$ cat config.mk
export PLATFORM = sky130hd
export DESIGN_NAME = z80_bus_ctrl
export DESIGN_NICKNAME = d
export VERILOG_FILES = /design/src/rtl/z80_bus_ctrl.sv
export SDC_FILE = /design/constraint.sdc
export NUM_CORES = 1
export LEC_CHECK = 0
export ABC_CLOCK_PERIOD_IN_PS = 3700
export CAP_MARGIN = 25
export CORE_ASPECT_RATIO = 0.5
export CORE_MARGIN = 2
export CORE_UTILIZATION = 49
export CTS_CLUSTER_SIZE = 14
export DETAILED_ROUTE_END_ITERATION = 10
export PLACE_DENSITY = 0.95
export SLEW_MARGIN = 20
export SYNTH_ARGS = -nofsm -noshare
export SYNTH_HDL_FRONTEND = slang
export SYNTH_SLANG_ARGS = --single-unit
export TNS_END_PERCENT = 10
$ cat constraint.sdc
create_clock -name clk -period 3.7 [get_ports clk]
set_clock_uncertainty 0.05 [all_clocks]
set_input_delay 0.555 -clock clk [delete_from_list [all_inputs] [get_ports clk]]
set_output_delay 0.555 -clock clk [all_outputs]
set_load 0.01 [all_outputs]
$ cat src/rtl/z80_bus_ctrl.sv
// Z80 data-bus controller: decodes {m1,wr,rd,mreq} into PRAM fetch, DRAM and I/O accesses.
// Latency: WAIT+1 clocks from code sampling to registered read data or write strobe.
// Backpressure: cpu_wait is high while an access is in ACCESS; a held code is served only once.
module z80_bus_ctrl #(
    parameter int DATA_W    = 8,
    parameter int N_IO      = 4,
    parameter int IO_SEL_W  = 2,
    parameter int PRAM_WAIT = 0,
    parameter int DRAM_WAIT = 1,
    parameter int IO_WAIT   = 2
) (
    input  logic                     clk,
    input  logic                     reset,
    input  logic                     m1,
    input  logic                     wr,
    input  logic                     rd,
    input  logic                     mreq,
    input  logic [IO_SEL_W-1:0]      io_sel,
    input  logic [DATA_W-1:0]        cpu_data_out,
    output logic [DATA_W-1:0]        cpu_data_in,
    output logic                     cpu_wait,
    output logic                     cycle_done,
    output logic                     bus_err,
    input  logic [DATA_W-1:0]        pram_data,
    input  logic [DATA_W-1:0]        dram_rdata,
    output logic [DATA_W-1:0]        dram_wdata,
    output logic                     dram_we,
    input  logic [N_IO*DATA_W-1:0]   io_rdata,
    output logic [DATA_W-1:0]        io_wdata,
    output logic [N_IO-1:0]          io_we
);

    typedef enum logic [1:0] {S_IDLE, S_ACCESS, S_HOLD} state_t;
    typedef enum logic [2:0] {A_NONE, A_FETCH, A_DRAM_RD, A_IO_RD, A_DRAM_WR, A_IO_WR} acc_t;

    state_t                 state;
    acc_t                   cur_acc;
    acc_t                   lat_acc;
    logic [3:0]             cnt;
    logic [3:0]             cur_wait;
    logic [IO_SEL_W-1:0]    lat_sel;
    logic [DATA_W-1:0]      lat_data;
    logic [DATA_W-1:0]      io_rd_mux;
    logic [N_IO-1:0]        io_we_dec;
    logic                   sel_ok;

    // Strobe code decode; anything not listed is treated as no access.
    always_comb begin
        case ({m1, wr, rd, mreq})
            4'b0100: cur_acc = A_FETCH;
            4'b1100: cur_acc = A_DRAM_RD;
            4'b1101: cur_acc = A_IO_RD;
            4'b1010: cur_acc = A_DRAM_WR;
            4'b1011: cur_acc = A_IO_WR;
            default: cur_acc = A_NONE;
        endcase
    end

    // Wait-state count for the access being started.
    always_comb begin
        case (cur_acc)
            A_FETCH:              cur_wait = 4'(PRAM_WAIT);
            A_DRAM_RD, A_DRAM_WR: cur_wait = 4'(DRAM_WAIT);
            A_IO_RD, A_IO_WR:     cur_wait = 4'(IO_WAIT);
            default:              cur_wait = 4'd0;
        endcase
    end

    // I/O channel decode from the latched select; an out-of-range select matches no channel,
    // which yields zero read data, no write strobe and sel_ok low.
    always_comb begin
        io_rd_mux = '0;
        io_we_dec = '0;
        for (int k = 0; k < N_IO; k++) begin
            if (32'(lat_sel) == 32'(k)) begin
                io_rd_mux    = io_rdata[k*DATA_W +: DATA_W];
                io_we_dec[k] = 1'b1;
            end
        end
        sel_ok = |io_we_dec;
    end

    // Access FSM with registered data, strobes and status; pulses default low every cycle.
    always_ff @(posedge clk or posedge reset) begin
        if (reset) begin
            state       <= S_IDLE;
            lat_acc     <= A_NONE;
            cnt         <= 4'd0;
            lat_sel     <= '0;
            lat_data    <= '0;
            cpu_data_in <= '0;
            dram_wdata  <= '0;
            io_wdata    <= '0;
            dram_we     <= 1'b0;
            io_we       <= '0;
            cpu_wait    <= 1'b0;
            cycle_done  <= 1'b0;
            bus_err     <= 1'b0;
        end else begin
            cycle_done <= 1'b0;
            bus_err    <= 1'b0;
            dram_we    <= 1'b0;
            io_we      <= '0;
            case (state)
                S_IDLE: begin
                    if (cur_acc != A_NONE) begin
                        lat_acc  <= cur_acc;
                        lat_sel  <= io_sel;
                        lat_data <= cpu_data_out;
                        cnt      <= cur_wait;
                        cpu_wait <= 1'b1;
                        state    <= S_ACCESS;
                    end
                end
                S_ACCESS: begin
                    if (cur_acc != lat_acc) begin
                        // CPU dropped or changed the strobes: abandon silently.
                        cnt      <= 4'd0;
                        cpu_wait <= 1'b0;
                        state    <= S_IDLE;
                    end else if (cnt != 4'd0) begin
                        cnt <= cnt - 4'd1;
                    end else begin
                        cpu_wait   <= 1'b0;
                        cycle_done <= 1'b1;
                        state      <= S_HOLD;
                        case (lat_acc)
                            A_FETCH:   cpu_data_in <= pram_data;
                            A_DRAM_RD: cpu_data_in <= dram_rdata;
                            A_IO_RD: begin
                                cpu_data_in <= io_rd_mux;
                                bus_err     <= !sel_ok;
                            end
                            A_DRAM_WR: begin
                                dram_wdata <= lat_data;
                                dram_we    <= 1'b1;
                            end
                            A_IO_WR: begin
                                io_wdata <= lat_data;
                                io_we    <= io_we_dec;
                                bus_err  <= !sel_ok;
                            end
                            default: ;
                        endcase
                    end
                end
                S_HOLD: begin
                    // Wait for the CPU to release the strobes so a held code is served once.
                    if (cur_acc == A_NONE) begin
                        state <= S_IDLE;
                    end
                end
                default: state <= S_IDLE;
            endcase
        end
    end

endmodule

==> results by group <==
Min path
  • Min-Delay Endpoint: cpu_data_in[3]$_DFFE_PP0P_
  • Worst hold stages: 1
  • Worst hold path type: flip-flop to flip-flop
  • Hold Crit Start: cpu_data_in[3]$_DFFE_PP0P_

Setup path
  • CP endpoint kind: flip-flop
  • Worst reg2reg setup slack: 0.97 ns
  • RR Startpoint: cnt[0]$_DFFE_PP0P_
  • Largest stage delay on the critical path: 0.59 ns
  • WP data arrival: 3.04 ns
  • Reg2reg end: cpu_data_in[2]$_DFFE_PP0P_
  • Worst Reg2Reg Path Length in Cells: 6
  • Maximum fanout along the worst path: 12
  • Slowest CP cell: clkdlybuf4s50_1
  • Critical path cell sequence: clkdlybuf4s50_1 -> nand3b_1 -> o22ai_1 -> nand2_1 -> nor2_2 -> mux2_2
  • CP Class: input pin to flip-flop
  • Worst path bufs/invs: 1
  • Worst setup SP type: input pin
  • Worst path top cell family by delay: simple AND/OR/NAND/NOR gates
  • Worst endpoint required time: 3.85 ns

Logic synthesis
  • Mapped Cells: 222
  • Top_reg_cell synth: dfrtp_1
  • Cell taking the most area after synthesis: dfrtp_1
  • Top cell type's share of synthesized area: 0.4740
  • Post-Syn Area: 2693 um2
  • Synth area leaders: dfrtp_1 (47%), mux2_2 (11%), mux4_2 (6.7%)
  • Syn_area_per_cell: 12.13 um2
  • Yosys reg bits: 51
  • Yosys Warn Count: 0
  • Post-synth EDFFs: 0
  • Synthesized net count: 287
  • Post-synthesis sequential area ratio: 0.4740
  • Async SR Flop Fraction: 1.000
  • Yosys cell types: 53

CTS
  • Max clock buf depth: 2
  • CTS Hold Bufs: 0
  • Worst-Skew Late Latency: 0.31 ns
  • Post-CTS sizing: 0
  • Num CTS Buffers: 5
  • Htree depth: 2
  • Clk root buf: clkbuf_8
  • CTS tree: built
  • Setup bufs post-CTS: 0
  • Worst-path clk slew: 0.10 ns
  • Num Clock Sinks: 51

Timing
  • Final Max Tran Viols: 0
  • Final worst setup slack: 0.8061 ns
  • Unrepaired setup endpoints after global routing: no
  • Final hold vios: 0
  • Clock period minus worst slack: 2.894 ns
  • Final period utilization: 0.7821
  • Max-slew headroom: 0.3746
  • Worst-Margin Slew: 0.9380 ns
  • Setup violators final: 0
  • Hold_ws: 0.4664 ns
  • Total Neg Setup Slack: 0 ns
  • FMAX: 0.3456 GHz

Flow run
  • Max-Cap Viols: 0

GRT
  • Antenna violations before repair: 0
  • GRT Overall Usage: 0.2428
  • Global-route wire length before repair: 11350 um
  • Largest net degree at the start of global routing: 28
  • Vias in the first global route: 2266
  • Grt total ovfl: 0

Place
  • Placed cell count: 379
  • I/O Buffers: 95
  • DP Worst Slack: 0.5223 ns
  • GP Congestion: 0.9057
  • Hpwl dp: 5431 um

Drt
  • Vias: 2174
  • DRT antenna net count: 0
  • Initial DRC count: 200
  • Iteration count of the initial detailed-routing pass: 4
  • Total Routed Length: 7107 um
  • Via/cell ratio: 5.618
  • DR DRC count: 0
  • Drt wl/cell: 18.36 um

Finish
  • Antenna diodes: 0
  • P&R area growth vs syn: 40.99%
  • Final #Nets: 378
  • Layout Cells excl Fill: 387
  • Ratio of cells with drive above 1 in the final layout: 0.1847

Die
  • Placeable Area: 5396 um2
  • Starting Density: 0.4990
  • Row count: 19
  • Die area: 6140 um2
  • DIE WIDTH: 108.8 um
  • Height of the die: 56.42 um
  • I/O pin count: 96

Pwr
  • IR drop worst, VDD: 0.0002543 V
  • Total power: 0.001823 W
  • Leakage: 1.640 nW
  • P per Cell Area: 480.3 nW/um2

Run status
  • Status: complete, no violations
## cell type report
cell class                 instances  area (um2)
clock buffer                       5       68.82
clock inverter                     3       27.53
fill                             368        1600
inverter                           8       30.03
multi-input combinational        151        1331
sequential                        51        1276
tap                               73       91.34
timing repair buffer              96       970.9
## synth_stat cells, types with 2 or more instances
cell type and count:
mux2_4 8, nand2_1 17, o21ai_0 15, nor2b_1 5
a32oi_1 2, dfrtp_1 51, nor2_1 7, a211oi_1 2
clkbuf_1 7, buf_1 2, and3b_1 2, mux2_2 26
nand3b_1 4, mux2i_1 9, nand2b_1 3, a21oi_1 4
a221oi_1 2, mux4_2 8, inv_1 8, o211ai_1 2
xor2_1 3, nor3_1 4
## logic make-up after synthesis
logic type / after synthesis / synth area share
buffers and inverters: 20 / 0.03160
flip-flops: 51 / 0.4740
XOR/XNOR: 3 / 0.009760
adder cells (fa/ha/maj): 1 / 0.004646
AND/OR/NAND/NOR: 56 / 0.1222
multiplexers: 52 / 0.2621
other: 1 / 0.001393
AO/OA/AOI/OAI: 38 / 0.09434
## where the power goes
part / internal [W] / total, W / switching, W
Combinational: 0.000384 / 0.000656 / 0.000272
Clock: 0.000141 / 0.000349 / 0.000208
Sequential: 0.000665 / 0.000818 / 0.000153
## routing by layer
layer	vias to the layer above	routed length (um)	global-route usage
met1	1066	2833	0.3076
met3	17	403	0.04413
li1	1000	-	-
met5	-	0	0
met2	91	3709	0.4134
met4	0	160	0.1007
## sequential cells by signal (all words and copies together) (netlist names), 2 cells and up
name         count
lat_sel          2
state            2
cpu_data_in      8
lat_acc          3
io_we            4
dram_wdata       8
io_wdata         8
cnt              4
lat_data         8
## worst register-to-register path: stages, from the launching register on
cell	delay (ns)
dfrtp_1	0.41
inv_1	0.11
ha_1	0.24
nor3b_1	0.65
nand2_1	0.30
nor3_4	0.47
mux2_2	0.39
## cells in the final DEF (no fill, tap or decap), drive strengths merged, types with 2 or more instances in the layout
cell type	synthesis	routed
or3b	2	2
xor2	3	3
and3b	2	2
mux2	34	34
mux2i	10	10
nand2	17	17
o21ai	15	15
a21oi	4	4
inv	8	10
nor2b	5	5
clkdlybuf4s50	0	95
clkbuf	8	5
mux4	8	8
a221oi	2	2
nor3	5	5
a32oi	2	2
dfrtp	51	51
a211oi	2	2
o211ai	2	2
nand3b	4	4
nand2b	3	3
nor2	8	8
## metrics by stage
| stage | instance area (um2) | utilization |
|---|---|---|
| 5_1_grt | 3796 | 0.7035 |
| 2_1_floorplan | 2693 | - |
| 6_report | 3796 | 0.7035 |
| 3_3_place_gp | 3680 | 0.6819 |
| 4_1_cts | 3796 | 0.7035 |
| 3_5_place_dp | 3700 | 0.6856 |
## worst max-delay path by stage
| stage | startpoint | to | slack [ns] | cells after the start |
|---|---|---|---|---|
| finish | wr | io_wdata[7]$_DFFE_PP0P_ | 0.81 | 6 |
| global route | m1 | io_wdata[7]$_DFFE_PP0P_ | 0.65 | 6 |
| CTS | wr | io_wdata[5]$_DFFE_PP0P_ | 0.83 | 6 |
| detailed placement | wr | io_wdata[4]$_DFFE_PP0P_ | 0.52 | 6 |
| global placement | m1 | io_wdata[6]$_DFFE_PP0P_ | 0.67 | 6 |
| floorplan | rd | cpu_data_in[0]$_DFFE_PP0P_ | 1.29 | 6 |
(Power assumes the default switching activity.)
==> edit (config.mk and constraints unchanged) <==
Set the parameter `IO_SEL_W` to 3 (it was 2).
--- a/src/rtl/z80_bus_ctrl.sv
+++ b/src/rtl/z80_bus_ctrl.sv
@@ -5,5 +5,5 @@
     parameter int DATA_W    = 8,
     parameter int N_IO      = 4,
-    parameter int IO_SEL_W  = 2,
+    parameter int IO_SEL_W  = 3,
     parameter int PRAM_WAIT = 0,
     parameter int DRAM_WAIT = 1,
Interface: changed (resized io_sel); port bits go from 96 to 97. The function was not compared with the original's and may differ.
==> edit against the unedited design <==
Total power rose by 6.9%; routed wire length rose by 2.5%; critical endpoint is now cpu_data_in[5]$_DFFE_PP0P_; area after synthesis fell by 1.2%; register-to-register slack improved by 0.17 ns; cell count rose by 3.4%; setup slack improved by 0.061 ns; largest power group unchanged; cell area fell by 1.3%; first-iteration DRC count fell by 23%; sequential cell count rose by 1; clock power rose by 1%.
==> edit: results (changes against the unedited design) <==
| Metric | Value |
|---|---|
| Outcome | `completed` |
| Leak Pwr | `1.58 nW (-3.6%)` |
| DR iter-0 viols | `155 (-23%)` |
| Fin nets | `395 (+4.5%)` |
| Drt via density | `5.89 (+4.9%)` |
| Hold Crit Depth | `1 (unchanged)` |
| Total detailed-routing wirelength | `7280 microns (+2.5%)` |
| FF-to-FF End | `cpu_data_in[5]$_DFFE_PP0P_` |
| Hold Path End | `cpu_data_in[4]$_DFFE_PP0P_` |
| Met1 Use GR | `28.5% (-2.2 points)` |
| Sequential share of the synthesized area | `48.9% (+1.5 points)` |
| Max VDD drop | `0.345 mV (+36%)` |
| Largest net degree at the start of global routing | `53 (+89%)` |
| Worst R2R Setup Slack | `1.14 ns (+0.17 ns)` |
| DP HPWL | `5410 microns (-0.36%)` |
| Dpl cells | `392 (+3.4%)` |
| Crit path DAT | `3.00 ns (-0.04 ns)` |
| Yosys cell types | `45 (-15%)` |
| Synthesized area per cell | `11.1 sq um (-8.6%)` |
| Pre-Repair DR Iteration Count | `4 (unchanged)` |
| PortBufs | `96 (+1.1%)` |
| Total GRT Usage | `24.4% (+0.13 points)` |
| Fill cell count | `340 (-7.6%)` |
| Met3 usage | `4.68% (+0.27 points)` |
| Top cells by area, synth | `dfrtp_1 49%, mux2_2 15%, nor3_1 2.6%` |
| Dpl cell area | `3650 sq um (-1.3%)` |
| RD Place Congestion | `0.899 (-0.72%)` |
| Pre-CTS WS | `0.547 ns (+0.0249 ns)` |
| EDFF count, synth | `0 (unchanged)` |
| First-pass GRT wire length | `11500 microns (+1.3%)` |
| Synth cell count leaders | `52 x dfrtp_1, 36 x mux2_2, 16 x nor2_1, 14 x nor3_1` |
| CP endpoint | `cpu_data_in[5]$_DFFE_PP0P_` |
| Vias after detailed routing | `2357 (+8.4%)` |
| Met2 usage | `44.2% (+2.9 points)` |
| Hold Startpoint | `cpu_data_in[4]$_DFFE_PP0P_` |
| Share of synthesized flip-flops with an asynchronous set or reset | `100% (unchanged)` |
| Syn_nets | `306 (+6.6%)` |
| Crit path largest cell delay | `0.71 ns (+0.12 ns)` |
| Worst R2R Path Depth | `5 (-1)` |
| Hold slack | `0.467 ns (+0.000558 ns)` |
| Reg2reg start | `lat_acc[2]$_DFFE_PP0P_` |
| Share of layout cells above drive strength 1 | `14.8% (-3.6 points)` |
| Tcrit/Tclk final | `76.6% (-1.6 points)` |
| Max transition margin | `42.3% (+4.8 points)` |
## edit: layout make-up
class,count,area [sq um],share of cell area (%)
clock buffers,5,68.8,1.84
clock inverters,3,27.5,0.734
inverters,8,31.3,0.834
multi-input cells,166,1270,33.9
flip-flops and latches,52,1300,34.7
well taps,70,87.6,2.34
repair buffers,96,961,25.6
## edit: logic make-up (layout without fill, tap and decap cells)
kind of cell	Yosys count	after routing	synth area share, %
AOI/OAI and AO/OA	57	57	16.0
xor gates and xnor gates	2	2	0.658
adders and majority gates	1	1	0.470
buffers and inverters	22	112	3.34
DFF	52	52	48.9
muxes	38	38	16.0
and+or+nand+nor	68	68	14.6
## edit: per-layer routing
metal / vias to the layer above / routed length (microns)
met3: 13 / 369
met2: 82 / 3850
li1: 1088 / -
met5: - / 0
met1: 1174 / 2960
met4: 0 / 109
## edit: where the power goes
part           internal [mW]  leakage (nW)  switching (mW)  total (mW)
Combinational          0.412         0.854           0.328       0.740
Sequential             0.714         0.681           0.141       0.855
Clock                  0.139        0.0463           0.214       0.354
